`config.mk`:
```
export PLATFORM = sky130hd
export DESIGN_NAME = mult_arbiter
export DESIGN_NICKNAME = d
export VERILOG_FILES = /design/src/rtl/mult_pkg.sv /design/src/rtl/mult_core.sv /design/src/rtl/mult_arbiter.sv
export SDC_FILE = /design/constraint.sdc
export NUM_CORES = 1
export LEC_CHECK = 0
export CAP_MARGIN = 40
export CELL_PAD_IN_SITES_DETAIL_PLACEMENT = 1
export CELL_PAD_IN_SITES_GLOBAL_PLACEMENT = 1
export CORE_UTILIZATION = 38
export CTS_CLUSTER_SIZE = 14
export DETAILED_ROUTE_END_ITERATION = 10
export GPL_ROUTABILITY_DRIVEN = 0
export GPL_TIMING_DRIVEN = 0
export HOLD_SLACK_MARGIN = 0.12
export MAX_ROUTING_LAYER = met4
export PLACE_DENSITY = 0.89
export SLEW_MARGIN = 20
export SYNTH_ARGS = -nofsm -noshare
export SYNTH_HDL_FRONTEND = slang
export SYNTH_HIERARCHICAL = 1
export SYNTH_SLANG_ARGS = --single-unit
export TNS_END_PERCENT = 5
```
`constraint.sdc`:
```
create_clock -name clk -period 4.4 [get_ports clk]
set_clock_uncertainty 0.15 [all_clocks]
set_input_delay 0.88 -clock clk [delete_from_list [all_inputs] [get_ports clk]]
set_output_delay 0.88 -clock clk [all_outputs]
set_load 0.05 [all_outputs]
```
`src/rtl/mult_pkg.sv`:
```
// Shared types and helpers for the shared-multiplier arbiter slice.
package mult_pkg;

  typedef enum logic [1:0] {
    IDLE = 2'd0,
    BUSY = 2'd1,
    RESP = 2'd2
  } arb_state_t;

  localparam int DEFAULT_WIDTH = 8;

  // Modular increment used to walk the round-robin ring.
  function automatic logic [7:0] rr_next(input logic [7:0] ptr, input logic [7:0] n);
    if (ptr >= n - 8'd1) begin
      return 8'd0;
    end else begin
      return ptr + 8'd1;
    end
  endfunction

endpackage

```
`src/rtl/mult_core.sv`:
```
// Iterative unsigned shift-add multiplier: operands load on start, then exactly
// WIDTH add/shift steps. done is high during the cycle that ends in the last step.
module mult_core
  import mult_pkg::*;
#(
  parameter int WIDTH = DEFAULT_WIDTH
) (
  input  logic               clk,
  input  logic               rst,
  input  logic               start,
  input  logic [WIDTH-1:0]   x,
  input  logic [WIDTH-1:0]   y,
  output logic               busy,
  output logic               done,
  output logic [2*WIDTH-1:0] z
);

  localparam int CW = $clog2(WIDTH) + 1;

  logic [2*WIDTH-1:0] mcand_q;
  logic [WIDTH-1:0]   mplier_q;
  logic [2*WIDTH-1:0] acc_q;
  logic [CW-1:0]      cnt_q;
  logic               busy_q;
  logic               done_q;

  // Operand load on start, then one shift-add step per edge while busy.
  always_ff @(posedge clk) begin
    if (rst) begin
      mcand_q  <= {2*WIDTH{1'b0}};
      mplier_q <= {WIDTH{1'b0}};
      acc_q    <= {2*WIDTH{1'b0}};
      cnt_q    <= {CW{1'b0}};
      busy_q   <= 1'b0;
      done_q   <= 1'b0;
    end else if (start) begin
      mcand_q  <= {{WIDTH{1'b0}}, x};
      mplier_q <= y;
      acc_q    <= {2*WIDTH{1'b0}};
      cnt_q    <= {CW{1'b0}};
      busy_q   <= 1'b1;
      done_q   <= 1'b0;
    end else if (busy_q) begin
      acc_q    <= acc_q + (mplier_q[0] ? mcand_q : {2*WIDTH{1'b0}});
      mcand_q  <= mcand_q << 1;
      mplier_q <= mplier_q >> 1;
      cnt_q    <= cnt_q + {{(CW-1){1'b0}}, 1'b1};
      // Flag the cycle whose closing edge performs the final step.
      done_q   <= (cnt_q == CW'(WIDTH - 2));
      busy_q   <= (cnt_q != CW'(WIDTH - 1));
    end else begin
      done_q   <= 1'b0;
    end
  end

  assign busy = busy_q;
  assign done = done_q;
  assign z    = acc_q;

endmodule

```
`src/rtl/mult_arbiter.sv`:
```
// Round-robin front end sharing one mult_core between N_REQ requesters, with a
// single ID-tagged response channel.
module mult_arbiter
  import mult_pkg::*;
#(
  parameter int N_REQ = 4,
  parameter int WIDTH = DEFAULT_WIDTH
) (
  input  logic                       clk,
  input  logic                       rst,
  input  logic [N_REQ-1:0]           req_valid,
  output logic [N_REQ-1:0]           req_ready,
  input  logic [N_REQ*WIDTH-1:0]     req_x,
  input  logic [N_REQ*WIDTH-1:0]     req_y,
  output logic                       rsp_valid,
  input  logic                       rsp_ready,
  output logic [2*WIDTH-1:0]         rsp_z,
  output logic [$clog2(N_REQ)-1:0]   rsp_id
);

  localparam int ID_W = $clog2(N_REQ);

  arb_state_t         state_q;
  logic [ID_W-1:0]    rr_ptr_q;
  logic [ID_W-1:0]    id_q;
  logic               rsp_valid_q;
  logic [ID_W-1:0]    rsp_id_q;

  logic [ID_W-1:0]    scan_s;
  logic [ID_W-1:0]    grant_idx_s;
  logic               grant_found_s;
  logic               take_s;
  logic               accept_s;
  logic [WIDTH-1:0]   core_x_s;
  logic [WIDTH-1:0]   core_y_s;
  logic               core_busy_s;
  logic               core_done_s;
  logic [2*WIDTH-1:0] core_z_s;

  // Round-robin search starting just after the last winner.
  always_comb begin
    grant_found_s = 1'b0;
    grant_idx_s   = {ID_W{1'b0}};
    scan_s        = rr_ptr_q;
    take_s        = 1'b0;
    for (int k = 0; k < N_REQ; k++) begin
      scan_s        = ID_W'(rr_next(8'(scan_s), 8'(N_REQ)));
      take_s        = !grant_found_s && req_valid[scan_s];
      grant_idx_s   = take_s ? scan_s : grant_idx_s;
      grant_found_s = grant_found_s | take_s;
    end
  end

  assign accept_s  = (state_q == IDLE) && grant_found_s;
  assign req_ready = accept_s ? (N_REQ'(1) << grant_idx_s) : {N_REQ{1'b0}};
  assign core_x_s  = req_x[grant_idx_s*WIDTH +: WIDTH];
  assign core_y_s  = req_y[grant_idx_s*WIDTH +: WIDTH];

  // Arbitration FSM: grant, wait for the core, hold the response until taken.
  always_ff @(posedge clk) begin
    if (rst) begin
      state_q     <= IDLE;
      rr_ptr_q    <= ID_W'(N_REQ - 1);
      id_q        <= {ID_W{1'b0}};
      rsp_valid_q <= 1'b0;
      rsp_id_q    <= {ID_W{1'b0}};
    end else begin
      case (state_q)
        IDLE: begin
          if (accept_s) begin
            state_q  <= BUSY;
            rr_ptr_q <= grant_idx_s;
            id_q     <= grant_idx_s;
          end
        end
        BUSY: begin
          if (core_busy_s && core_done_s) begin
            state_q     <= RESP;
            rsp_valid_q <= 1'b1;
            rsp_id_q    <= id_q;
          end
        end
        RESP: begin
          if (rsp_ready) begin
            state_q     <= IDLE;
            rsp_valid_q <= 1'b0;
          end
        end
        default: begin
          state_q     <= IDLE;
          rsp_valid_q <= 1'b0;
        end
      endcase
    end
  end

  mult_core #(.WIDTH(WIDTH)) u_core (
    .clk   (clk),
    .rst   (rst),
    .start (accept_s),
    .x     (core_x_s),
    .y     (core_y_s),
    .busy  (core_busy_s),
    .done  (core_done_s),
    .z     (core_z_s)
  );

  // The core accumulator holds its product until the next start.
  assign rsp_z     = core_z_s;
  assign rsp_valid = rsp_valid_q;
  assign rsp_id    = rsp_id_q;

endmodule

```
==> results of run 1 <==
-- path summary, 6_finish.rpt --
| check | from | endpoint | slack, ns |
|---|---|---|---|
| min reg2reg | rsp_valid | rsp_valid | 0.31 |
| max | req_valid[3] | req_ready[1] | 0.41 |
| min | rsp_valid | rsp_valid | 0.31 |
| max reg2reg | u_core/mplier_q[0] | u_core/z[10] | 1.14 |
-- cells in the mapped netlist (2+ instances only) --
cell type,count
o21ai_0,5
clkbuf_1,14
a21o_1,4
nand2_1,74
nor3b_1,2
nor3_1,5
xnor2_1,6
buf_1,4
nor4_1,2
or3_1,3
o211ai_1,3
a211oi_1,2
o31ai_1,2
buf_6,5
a21oi_1,56
inv_1,3
and3_1,6
o21ai_1,7
ha_1,18
nor2_1,63
nor2b_1,4
nand4b_1,2
xor2_1,4
or2_1,2
buf_2,7
a32oi_1,17
mux2i_1,32
a311o_1,2
nand4_1,4
a31oi_1,3
a211o_1,2
and2_1,16
dfxtp_1,55
nand3_1,8
-- layout make-up --
type                    count  area [µm²]
clock buffers               5        68.8
inverters                   3        11.3
plain buffers              31         164
clock inverters             3        25.0
repair buffers             93         941
flip-flops and latches     55        1100
multi-input cells         369        2250
fillers                  1099        4150
well taps                 108         135
-- sequential cells by signal, indices dropped and copies added, names as in the netlist --
signal and cells:
u_core/mplier_q 8, rsp_valid 1, u_core/cnt_q 4, u_core/busy 1, u_core/done 1, rr_ptr_q 2, id_q 2, u_core/mcand_q 16
rsp_id 2, u_core/z 16, state_q 2
-- layer usage --
metal,global-route usage (%),wire [µm]
met5,-,0
met4,6.66,244
met3,3.22,370
met2,44.5,5770
met1,30.0,5110
-- cells by family (layout without fill, tap and decap cells) --
family | count (synthesis) | in the layout
AND/OR/NAND/NOR | 195 | 195
multiplexers | 32 | 32
XOR/XNOR | 10 | 10
flip-flops | 55 | 55
adder cells (fa/ha/maj) | 19 | 19
AO/OA/AOI/OAI | 113 | 113
buffers and inverters | 34 | 135
-- power breakdown --
group,leakage [nW],internal (mW),switching [mW],total [mW]
clock network,0.0443,0.114,0.175,0.290
registers,0.448,0.532,0.0290,0.561
logic,1.43,0.216,0.287,0.503
total,1.92,0.862,0.491,1.35
-- critical path, delay by kind of cell --
kind,cells,cell delay (ns)
AOI/OAI and AO/OA,2,0.33
buffers and inverters,3,1.27
and+or+nand+nor,2,0.49
-- through the flow --
stage / instance area, µm² / instances / hold WS, ns / setup WS, ns
after floorplan: 3530 / 458 / 0.286 / 0.810
after global placement: 4590 / 659 / 0.292 / 0.0954
after detailed placement: 4590 / 659 / 0.300 / 0.0172
after CTS: 4690 / 667 / 0.316 / 0.0207
after global routing: 4700 / 667 / 0.346 / 0.283
final: 4700 / 667 / 0.312 / 0.407
==> results.toml, run 1 <==
[grt]
overflow = 0
gr-usage-all-layers_pct = 25.2
grt_pass1_vias = 3959
antenna_found_initial = 0
grt_max_degree = 19
grt_pass1_wl_um = 19000

[logic_synthesis]
avgSynthCellArea_um2 = 7.70
netlist.area_leader.share_pct = 31.2
synth_nets = 548
yosysSeqAreaShare_pct = 31.2
synth-simple-area-share_pct = 25.0
async_flop_share_pct = 0
synth_top_family_by_area = "simple AND/OR/NAND/NOR gates"
synth_edf_count = 0
synthMuxAreaShare_pct = 9.08
yosys.area_share.adder_pct = 6.95
yosysWarningCount = 6
synthTopCellsByArea = "dfxtp_1 (31%), mux2i_1 (9.1%), a21oi_1 (7.9%)"
synth_cell_types = 50
synth_area_um2 = 3530
yosys.area.top_type = "dfxtp_1"
syn_inst = 458
synth_xor_area_share_pct = 2.48
synth_ff_type = "dfxtp_1"
synth_compound_area_share_pct = 20.3
ys_seq_elements = 55

[timing]
worst_pin_slew_ns = 0.808
finalHoldViolCount = 0
finalSetupTns_ns = 0
finalCritPeriodShare_pct = 90.8
post-route-min-period_ns = 3.99
setup_viol = 0
drv_slew = 0
max_slew_margin_pct = 46.1
fmax_ghz = 0.250
rsz0062_at_grt = "no"

[clocking]
numClockSinks = 55
cts_buffer_depth = 2
clk_pin_slew_ns = 0.11
cts_tree = "yes"
cts_root_buf = "clkbuf_8"
clk-insertion-delay-late_ns = 0.31
post_cts.repair.setup_buffers = 0
cts_buffers = 5
h-tree-depth = 2
cts.repair.resized = 0
ctsHoldBuffers = 0

[worst_setup_path]
crit_fanout = 10
r2r.worst_path.cells = 10
start_kind = "input pin"
cp_slowest_cell = "clkdlybuf4s50_1"
critical_path.max_stage_delay_ns = 0.52
worstPathArrival_ns = 2.96
path_class = "in2out"
crit_path_end_kind = "primary output"
required_ns = 3.37
crit_chain = "clkdlybuf4s50_1, nor4b_2, o21ai_1, o211ai_2, buf_2, and3_1, dlymetal6s2s_1"

[die]
rows = 34
die_area_um2 = 9670
pin_count = 94
coreArea_um2 = 8850
die_y_um = 98.4
fp.dieW_um = 98.4
start_util_pct = 39.9

[finish]
synthToLayoutAreaGrowth_pct = 33.2
final_common_cell = "clkdlybuf4s50_1"
fin_util_pct = 53.1
n_antenna_cell = 0
drive_above_1_share_pct = 4.47
final_cell_mix = "clkdlybuf4s50_1 (89), nand2_1 (74), nor2_1 (63)"
finalNetCount = 648

[route]
via_per_inst = 5.61
wl_per_cell_um = 17.2
routed_wirelength_um = 11500
antenna_left = 0
drc = 1
drt_pre_antenna_iters = 7
vias = 3743
drtIter0Drc = 125

[job]
cap_violations = 0

[worst_hold_path]
whs_path_depth = 2
worstHoldPathType = "reg2reg"

[placement]
numPortBuffers = 93
dp_hpwl_um = 9080

[outcome]
violations = "design-rule violations"
status = "finished, violations left"

[power]
ir_worst_vdd_mv = 0.146
p_per_area_nw_per_um2 = 288
power.total_mw = 1.35
leakage_nw = 1.92
(Power assumes the default switching activity.)
==> run 2: changes to the inputs <==
CORE_MARGIN = 5   (was not set)
PLACE_DENSITY = not set   (was 0.89)
PLACE_DENSITY_LB_ADDON = 0.1   (was not set)
==> results.toml, run 2 (synthesis gave the netlist of run 1 again) <==
[outcome]
status = "complete, no violations"

[clocking]
clk_pin_slew_ns = 0.10
cts_buffers = 5
h-tree-depth = 2
clk-insertion-delay-late_ns = 0.31
numClockSinks = 55
cts_root_buf = "clkbuf_8"
cts_buffer_depth = 2
post_cts.repair.setup_buffers = 0
cts_tree = "yes"

[placement]
place_area_um2 = 4600
numPortBuffers = 93
dp_hpwl_um = 9240
place_ws_ns = 0.00610

[die]
die_y_um = 106
coreArea_um2 = 9150
rows = 35
die_area_um2 = 11300
fp.dieW_um = 106
start_util_pct = 38.6
pin_count = 94

[worst_setup_path]
r2r.worst_path.cells = 10
r2r_setup_slack_ns = 1.20
crit_path_end_kind = "primary output"
path_class = "in2out"
critical_path.max_stage_delay_ns = 0.81
cp_slowest_cell = "clkdlybuf4s50_1"
cp_top_family = "buffers and inverters"
worstPathArrival_ns = 3.28
path_buf_inv = 4
rr_startpoint = "u_core/mplier_q[0]"
cpMostUsedCell = "clkdlybuf4s50_1"
crit_chain = "clkdlybuf4s50_1, nor4_1, or3_1, clkbuf_2, inv_1, nand2_1, nor2_1, clkdlybuf4s50_1"
start_kind = "input pin"
timing.rr.end = "u_core/z[10]"
crit_fanout = 7
required_ns = 3.37

[finish]
drive_above_1_share_pct = 4.29
finalNetCount = 648
synthToLayoutAreaGrowth_pct = 34.2
final_cell_mix = "clkdlybuf4s50_1 (90), nand2_1 (74), nor2_1 (63)"
final_common_cell = "clkdlybuf4s50_1"
n_antenna_cell = 0
final_area_um2 = 4730

[route]
routed-wl-met3_um = 194
routed_wirelength_um = 11700
wl_met1_um = 5330
drt_pre_antenna_iters = 4
wl_per_cell_um = 17.5
antenna_left = 0
top_layer_used = "met4"
drc = 0
via_per_inst = 5.51
vias = 3692
drtIter0Drc = 163
wl_met2_um = 6060

[timing]
fmax_ghz = 0.232
finalCritPeriodShare_pct = 98.0
worst_pin_slew_ns = 0.757
post-route-min-period_ns = 4.31
drv_slew = 0
whs_ns = 0.319
finalHoldViolCount = 0
rsz0062_at_grt = "yes"
setup_ws_ns = 0.0860
setup_viol = 0
max_slew_margin_pct = 49.5

[power]
leakage_nw = 1.91
p_per_area_nw_per_um2 = 308
ir_worst_vdd_mv = 0.157

[worst_hold_path]
hp-start = "id_q[0]"
worst_hold_path.endpoint = "id_q[0]"
whs_path_depth = 2
worstHoldPathType = "reg2reg"

[job]
cap_violations = 0

[grt]
grt_max_degree = 17
overflow = 0
gr-usage-all-layers_pct = 21.7
grt_pass1_wl_um = 19400
grt_pass1_vias = 3905
antenna_found_initial = 0
## run 2: worst reg2reg max path: cells and delay by family (launching register included)
kind                     cells  cell delay (ns)
buffers and inverters        1             0.26
multiplexers                 1             0.13
flip-flops                   1             0.41
AO/OA/AOI/OAI                4             1.23
adder cells (fa/ha/maj)      2             0.63
AND/OR/NAND/NOR              2             0.31
## run 2: what timing repair did
| item | 4_1_cts | 5_1_grt |
|---|---|---|
| hold buffers | 0 | 0 |
| gates resized for setup | 1 | 2 |
| setup endpoints to repair | 1 | 3 |
| pin swaps | 0 | 0 |
## run 2: power breakdown
| part | switching [mW] | leakage [nW] | internal (mW) |
|---|---|---|---|
| clock | 0.173 | 0.0654 | 0.228 |
| combinational | 0.284 | 1.40 | 0.215 |
| sequential | 0.0288 | 0.448 | 0.532 |
## run 2: metrics by stage
step	power (mW)	TNS (ns)	cells	utilization, %
floorplan	0.886	0	458	-
global placement	1.06	0	662	50.2
detailed placement	1.07	0	662	50.2
CTS	1.47	0	670	51.7
global route	1.56	-0.0723	670	51.7
finish	1.46	0	670	51.7
## run 2: layout make-up
class	count	area (µm²)
Clock inverter	2	60.1
Multi-Input combinational cell	369	2250
Clock buffer	6	72.6
Inverter	3	11.3
Tap cell	111	139
Sequential cell	55	1100
Fill cell	1125	4420
Timing Repair Buffer	93	935
Buffer	31	164
## run 2: worst max path at each step
stage / from / end / depth (start not counted)
floorplan: req_valid[2] / req_ready[2] / 6
global placement: req_valid[3] / req_ready[1] / 7
detailed placement: req_valid[3] / req_ready[0] / 7
CTS: req_valid[3] / req_ready[1] / 7
global route: req_valid[3] / req_ready[3] / 8
finish: req_valid[3] / req_ready[3] / 8
## run 2: layer usage
| metal | track usage (%) | vias to the layer above |
|---|---|---|
| met5 | - | - |
| met4 | 4.26 | 0 |
| met3 | 2.25 | 10 |
| met2 | 38.8 | 43 |
| met1 | 26.7 | 1811 |
| li1 | - | 1828 |
